## src/rtl/mac_accum_16.sv

```systemverilog
`default_nettype none
// ============================================================================
// Module   : mac_accum_16
// Brief    : Streaming accumulator for multiplier products. Sums a burst that
//            is closed by a 'last' beat and returns sum, term count and
//            overflow flag over a valid/ready handshake.
//            Optional macro MAC_SATURATE_EN: clamp the sum instead of wrapping.
// Revision : 1.0 - initial release
// ============================================================================
module mac_accum_16 #(
  parameter int PROD_W = 16,
  parameter int ACC_W  = 24,
  parameter int CNT_W  = 8
) (
  input  logic              clk,
  input  logic              rst_n,
  input  logic              in_valid,
  output logic              in_ready,
  input  logic [PROD_W-1:0] in_product,
  input  logic              in_last,
  input  logic              clr,
  output logic              out_valid,
  input  logic              out_ready,
  output logic [ACC_W-1:0]  out_acc,
  output logic [CNT_W-1:0]  out_count,
  output logic              out_ovf
);

  typedef enum logic [1:0] {
    S_IDLE  = 2'd0,
    S_ACCUM = 2'd1,
    S_HOLD  = 2'd2
  } state_t;

  localparam logic [ACC_W-1:0] c_ACC_MAX = '1;
  localparam logic [CNT_W-1:0] c_CNT_MAX = '1;
  localparam logic [CNT_W-1:0] c_CNT_ONE = CNT_W'(1);

  state_t             r_state;
  state_t             w_state_nxt;
  logic [ACC_W-1:0]   r_acc;
  logic [ACC_W-1:0]   w_acc_nxt;
  logic [CNT_W-1:0]   r_cnt;
  logic [CNT_W-1:0]   w_cnt_nxt;
  logic               r_ovf;
  logic               w_ovf_nxt;
  logic               r_out_valid;
  logic               w_out_valid_nxt;
  logic               w_load_out;
  logic [ACC_W-1:0]   r_out_acc;
  logic [CNT_W-1:0]   r_out_count;
  logic               r_out_ovf;

  logic [ACC_W-1:0]   w_prod_ext;
  logic [ACC_W:0]     w_sum;
  logic               w_carry;
  logic [ACC_W-1:0]   w_acc_add;
  logic [CNT_W-1:0]   w_cnt_inc;

  assign w_prod_ext = ACC_W'(in_product);
  assign w_sum      = {1'b0, r_acc} + {1'b0, w_prod_ext};
  assign w_carry    = w_sum[ACC_W];

`ifdef MAC_SATURATE_EN
  // Once clamped, any further non-zero term carries again, so the clamp holds.
  assign w_acc_add = w_carry ? c_ACC_MAX : w_sum[ACC_W-1:0];
`else
  assign w_acc_add = w_sum[ACC_W-1:0];
`endif

  assign w_cnt_inc = (r_cnt == c_CNT_MAX) ? r_cnt : r_cnt + c_CNT_ONE;

  // Decoded from registered state only; out_ready never reaches in_ready.
  assign in_ready  = (r_state != S_HOLD);
  assign out_valid = r_out_valid;
  assign out_acc   = r_out_acc;
  assign out_count = r_out_count;
  assign out_ovf   = r_out_ovf;

  always_ff @(posedge clk or negedge rst_n) begin
    if (!rst_n) begin
      r_state <= S_IDLE;
    end else begin
      r_state <= w_state_nxt;
    end
  end

  always_comb begin
    w_state_nxt     = r_state;
    w_acc_nxt       = r_acc;
    w_cnt_nxt       = r_cnt;
    w_ovf_nxt       = r_ovf;
    w_out_valid_nxt = r_out_valid;
    w_load_out      = 1'b0;
    case (r_state)
      S_IDLE, S_ACCUM: begin
        if (clr) begin
          w_state_nxt = S_IDLE;
          w_acc_nxt   = '0;
          w_cnt_nxt   = '0;
          w_ovf_nxt   = 1'b0;
        end else if (in_valid) begin
          if (r_state == S_IDLE) begin
            w_acc_nxt = w_prod_ext;
            w_cnt_nxt = c_CNT_ONE;
            w_ovf_nxt = 1'b0;
          end else begin
            w_acc_nxt = w_acc_add;
            w_cnt_nxt = w_cnt_inc;
            w_ovf_nxt = r_ovf | w_carry;
          end
          if (in_last) begin
            w_state_nxt     = S_HOLD;
            w_load_out      = 1'b1;
            w_out_valid_nxt = 1'b1;
          end else begin
            w_state_nxt = S_ACCUM;
          end
        end
      end
      S_HOLD: begin
        if (out_ready) begin
          w_state_nxt     = S_IDLE;
          w_acc_nxt       = '0;
          w_cnt_nxt       = '0;
          w_ovf_nxt       = 1'b0;
          w_out_valid_nxt = 1'b0;
        end
      end
      default: begin
        w_state_nxt = S_IDLE;
      end
    endcase
  end

  always_ff @(posedge clk or negedge rst_n) begin
    if (!rst_n) begin
      r_acc       <= '0;
      r_cnt       <= '0;
      r_ovf       <= 1'b0;
      r_out_valid <= 1'b0;
      r_out_acc   <= '0;
      r_out_count <= '0;
      r_out_ovf   <= 1'b0;
    end else begin
      r_acc       <= w_acc_nxt;
      r_cnt       <= w_cnt_nxt;
      r_ovf       <= w_ovf_nxt;
      r_out_valid <= w_out_valid_nxt;
      if (w_load_out) begin
        r_out_acc   <= w_acc_nxt;
        r_out_count <= w_cnt_nxt;
        r_out_ovf   <= w_ovf_nxt;
      end
    end
  end

endmodule
`default_nettype wire

```

## config.mk

```make
export PLATFORM = sky130hd
export DESIGN_NAME = mac_accum_16
export DESIGN_NICKNAME = d
export VERILOG_FILES = /design/src/rtl/mac_accum_16.sv
export SDC_FILE = /design/constraint.sdc
export NUM_CORES = 1
export LEC_CHECK = 0
export CAP_MARGIN = 15
export CORE_MARGIN = 3
export CORE_UTILIZATION = 35
export DETAILED_ROUTE_END_ITERATION = 7
export PLACE_DENSITY_LB_ADDON = 0.15
export REMOVE_ABC_BUFFERS = 1
export SLEW_MARGIN = 20
export SYNTH_ARGS = -nofsm -noshare
export SYNTH_HDL_FRONTEND = slang
export SYNTH_SLANG_ARGS = --single-unit
```

## constraint.sdc

```tcl
create_clock -name clk -period 3.28 [get_ports clk]
set_input_delay 0.492 -clock clk [delete_from_list [all_inputs] [get_ports clk]]
set_output_delay 0.492 -clock clk [all_outputs]
set_load 0.01 [all_outputs]
```

After elaboration in Yosys (flattened, before gate mapping)
Cells that the tools add are included.
{ "op_classes": {"n_bitwise": 1, "reduce_logical": 5, "shift": 0, "n_div": 0, "multipliers": 0, "add_sub_neg": 2, "n_eq_ne": 9, "order_cmp": 0, "n_mux": 30} }
{ "ops": {"columns": ["operator", "n"], "rows": [
  ["24-bit two-way mux", 4],
  ["24-bit one-hot mux with 2 select lines", 1],
  ["8-bit two-way mux", 5],
  ["24-bit by 16-bit adder with 25-bit output", 1],
  ["8-bit one-hot mux with 2 select lines", 1],
  ["1-bit two-way mux", 12],
  ["2-bit inequality test, second input constant", 5],
  ["8-bit by 1-bit adder with 8-bit output, second input constant", 1],
  ["8-bit == test, second input constant", 1],
  ["2-bit two-way mux", 4],
  ["5-bit AND reduction", 1],
  ["1-bit one-hot mux with 2 select lines", 2],
  ["2-bit one-hot mux with 2 select lines", 1],
  ["3-bit inequality test, second input constant", 1],
  ["2-bit by 1-bit == test with 1-bit output, second input constant", 1],
  ["2-bit == test, second input constant", 1],
  ["2-bit logical NOT", 1],
  ["2-bit AND reduction", 1],
  ["2-bit nonzero test", 1],
  ["2-bit OR reduction", 1],
  ["1-bit OR", 1]
]} }
{ "totals": {"mem_count": 0, "reg_bits": 69, "latch_bits": 0, "romBits": 0, "mem_bits_rw": 0, "in_bits": 22, "output_inout_bits": 35} }

Longest topological paths before layout
{ "depth": {"ltp_word": 6, "ltp_mapped": 10, "ltp_nobuf": 10} }

Least setup slack after synthesis
No wires, ideal clock.
{ "synth_timing": {"kind": "input to register", "startpoint": "in in_product[0]", "endpoint": "reg r_out_acc[12], in the netlist out_acc[12]", "arrival_time_ps": 2378, "n_path_buf": 0, "path_stages": 10, "path_slack_ps": 764, "cell_sequence": "ha_1 inv_1 fa_1 nor2b_4 o211ai_1 a21boi_0 o22ai_1 xnor2_1 a222oi_1 a21oi_1"} }
{ "synth_via": {"elab_chain_len": 5} }
{ "synth_lines": {"columns": ["item", "line_no", "text"], "rows": [
  ["start: declaration", "19", "input logic [PROD_W-1:0] in_product,"],
  ["24-bit by 16-bit adder with 25-bit output", "61", "assign w_sum = {1'b0, r_acc} + {1'b0, w_prod_ext};"],
  ["24-bit two-way mux", "103", "if (r_state == S_IDLE) begin"],
  ["24-bit two-way mux", "102", "end else if (in_valid) begin"],
  ["24-bit two-way mux", "97", "if (clr) begin"],
  ["24-bit one-hot mux with 2 select lines", "95", "case (r_state)"],
  ["end signal: assignment", "151", "r_out_acc <= w_acc_nxt;"],
  ["end: declaration", "50", "logic [ACC_W-1:0] r_out_acc;"]
]} }
No other way between the ends.
A chain may end at the register's enable or synchronous reset.

Worst setup path after layout
{ "layout_timing": {"startpoint": "in in_product[0]", "endpoint": "reg r_out_acc[22], in the netlist out_acc[22]"} }
Same word-level chain as after synthesis.

==> results.json <==
{
  "place.port_buffers": 56,
  "rsz0062_at_grt": "false",
  "setup_ws_ns": 0.415,
  "utilization_pct": 45.7,
  "route.detailed.drc": 0,
  "crit_required_ns": 3.49,
  "finClkSkew_ns": 0.00775,
  "tritoncts": "built",
  "run_status": "finished, final reports clean",
  "timing.slew.headroom_pct": 42.9,
  "rr_startpoint": "r_acc[0]$_DFF_PN0_",
  "finalHoldViolCount": 0,
  "synth-edff-count": 0,
  "io_pins": 57,
  "clock_path_buffers": 2,
  "seqPwrFrac_pct": 39.9,
  "drt_iter0_markers": 182,
  "yosys_warnings": 0,
  "finalPower_mw": 2.51,
  "routed_wl_mm": 10.1,
  "grt_overflow": 0,
  "grt_use_met3_pct": 3.45,
  "grt_use_met1_pct": 24.2,
  "ant_nets": 0,
  "setup_tns_ns": 0,
  "top_usage_layer": "met2",
  "synth_area_per_cell_um2": 9.16,
  "route.vias.total": 3445,
  "setup_viol": 0,
  "htree_levels": 3,
  "synth.top_cell.area_share_pct": 43.8,
  "initial_utilization_pct": 36.1,
  "use_met2_pct": 26.5,
  "cts.hold.buffers_added": 0,
  "clock_latency_ns": 0.34,
  "worst_slew_pin_slew_ns": 0.856,
  "arrival_ns": 3.08,
  "via_per_inst": 5.37,
  "routedWlPerCell_um": 15.7,
  "final_common_cell": "dfrtp_1",
  "core_area_um2": 10900,
  "max_freq_mhz": 349,
  "synth-seq-area-share_pct": 43.8,
  "ys_async_sr_fraction_pct": 100,
  "max-cap-violations": 0,
  "synth.distinct_cells": 59,
  "worst_r2r_path_depth": 11,
  "antenna_found_initial": 0,
  "crit_path_start_kind": "input pin",
  "power.share.switching_pct": 30.1,
  "diodes": 0,
  "netlist_area_um2": 3950,
  "hpwl_mm": 7.13,
  "pwr-share-clk_pct": 35.4,
  "combPwrFrac_pct": 24.7,
  "dieWidth_um": 112,
  "layout_common_cells": "dfrtp_1 (69), nand2_1 (63), clkdlybuf4s50_1 (55)",
  "place_ws_ns": 0.0900,
  "drt_first_pass_iters": 5,
  "grt_pass1_wl_mm": 17.8,
  "die_h_um": 112,
  "ir_drop_mv": 0.276,
  "p_leak_nw": 2.22,
  "layout.nets": 537,
  "p_sw_mw": 0.755,
  "clock-sinks": 69,
  "clk_pin_slew_ns": 0.06,
  "cts_made_buffers": 9,
  "cp_max_fo": 4,
  "grt_pass1_vias": 3610,
  "synth-main-ff-cell": "dfrtp_1",
  "grt_max_degree": 40,
  "p_int_mw": 1.75,
  "die-area_um2": 12600,
  "layout-drive-gt1-share_pct": 11.0,
  "cts_root_buffer": "clkbuf_16",
  "period_minus_slack_ns": 2.86,
  "ys_seq_elements": 69,
  "fp-row-count": 38,
  "endpoint_kind": "flip-flop",
  "p_per_area_nw_per_um2": 502,
  "drv_slew": 0,
  "synthCells": 431,
  "synth_top_area_cell": "dfrtp_1",
  "gp_congestion": 0.875,
  "area.growth.synth_to_final_pct": 26.5,
  "r2r_slack_ns": 0.71,
  "cts_setup_buffers": 0,
  "reg2reg_to": "r_acc[16]$_DFF_PN0_",
  "ctsResizeCount": 0,
  "period_share_pct": 87.3,
  "synth_area_leaders": "dfrtp_1 (44%), nand2_1 (6.0%), o21ai_0 (5.8%)",
  "hp-class": "in -> async",
  "crit_type": "in -> reg",
  "grt_usage_pct": 17.2
}
[stage by stage]
step                      instances  hold WS (ns)  area, um2
after floorplan                 416         0.196       3880
after global placement          626         0.465       4720
after detailed placement        626         0.461       4720
after CTS                       642         0.299       4990
after global routing            642         0.347       4990
final                           642         0.267       4990
[power by group through the flow]
stage	sequential, mW	combinational (mW)	clock (mW)
6_report	0.999	0.620	0.887
5_1_grt	1.01	0.691	0.953
4_1_cts	1.00	0.624	0.909
3_5_place_dp	1.01	0.620	0
3_3_place_gp	1.01	0.613	0
2_1_floorplan	1.03	0.323	0
[worst max-delay path: stages]
cell and delay, ns:
clkdlybuf4s50_1 0.49, ha_1 0.20, inv_1 0.06, fa_1 0.41, nor2b_4 0.15, o211ai_1 0.14
a21boi_0 0.20, buf_4 0.17, o2111ai_1 0.23, a21oi_1 0.27, xnor2_1 0.15, o21ai_0 0.11
[layer usage]
metal  vias to the layer above  wire length [um]  part of all wire [%]
met5                         -                 0                     0
met4                         0               193                   1.9
met3                        17               417                   4.1
met2                        82              4410                    44
met1                      1650              5050                    50
li1                       1696                 -                     -
[worst max-delay path by stage]
| stage | to | start | cells past startpoint |
|---|---|---|---|
| 3_5_place_dp | out_acc[20]$_DFFE_PN0P_ | in_product[0] | 12 |
| 5_1_grt | out_acc[22]$_DFFE_PN0P_ | in_product[0] | 12 |
| 4_1_cts | out_acc[22]$_DFFE_PN0P_ | in_product[0] | 12 |
| 6_report | out_acc[22]$_DFFE_PN0P_ | in_product[0] | 12 |
| 2_1_floorplan | out_acc[12]$_DFFE_PN0P_ | in_product[0] | 10 |
| 3_3_place_gp | out_acc[20]$_DFFE_PN0P_ | in_product[0] | 12 |
[kinds of logic after synthesis]
| kind of cell | after synthesis | synth area share, % |
|---|---|---|
| AOI/OAI and AO/OA | 145 | 23.8 |
| and+or+nand+nor | 142 | 15.8 |
| DFF | 69 | 43.8 |
| buffers and inverters | 25 | 2.73 |
| adders and majority gates | 18 | 5.90 |
| muxes | 17 | 4.72 |
| xor gates and xnor gates | 15 | 3.33 |
[cell usage after synthesis, types with 2 or more instances]
cell	count
nor3b_1	3
a211o_1	4
nor2b_1	2
nand2_1	63
inv_1	10
and2_1	3
buf_2	3
o21a_1	3
o21bai_1	2
xor2_1	4
mux2_2	13
a22oi_1	5
o21ai_0	46
a21o_2	4
nand3_1	9
a31oi_1	13
xnor2_1	11
a21oi_1	30
a211oi_1	3
o211ai_1	2
nand4_1	2
o22a_1	2
o22ai_1	2
a221o_1	2
o2111ai_1	2
and3_1	6
a22o_1	2
nor3_1	3
dfrtp_1	69
ha_1	17
o31ai_1	2
clkbuf_1	8
nor2_1	43
o21ai_1	4
or3_1	2
a21o_1	5
a21boi_0	2
mux2i_1	4
[registers in the layout, summed over array words and instances, names as in the netlist]
name / flops
out_acc: 24
out_ovf: 1
out_count: 8
r_ovf: 1
r_acc: 24
out_valid: 1
r_state: 2
r_cnt: 8
[final cells by class]
class	instances	area, um2
inverters	10	37.5
flip-flops and latches	69	1730
clock inverters	6	40.0
repair buffers	70	673
well taps	140	175
clock buffers	10	229
fillers	1108	5940
multi-input cells	337	2110
No activity file was read; power rests on OpenSTA's default activity.
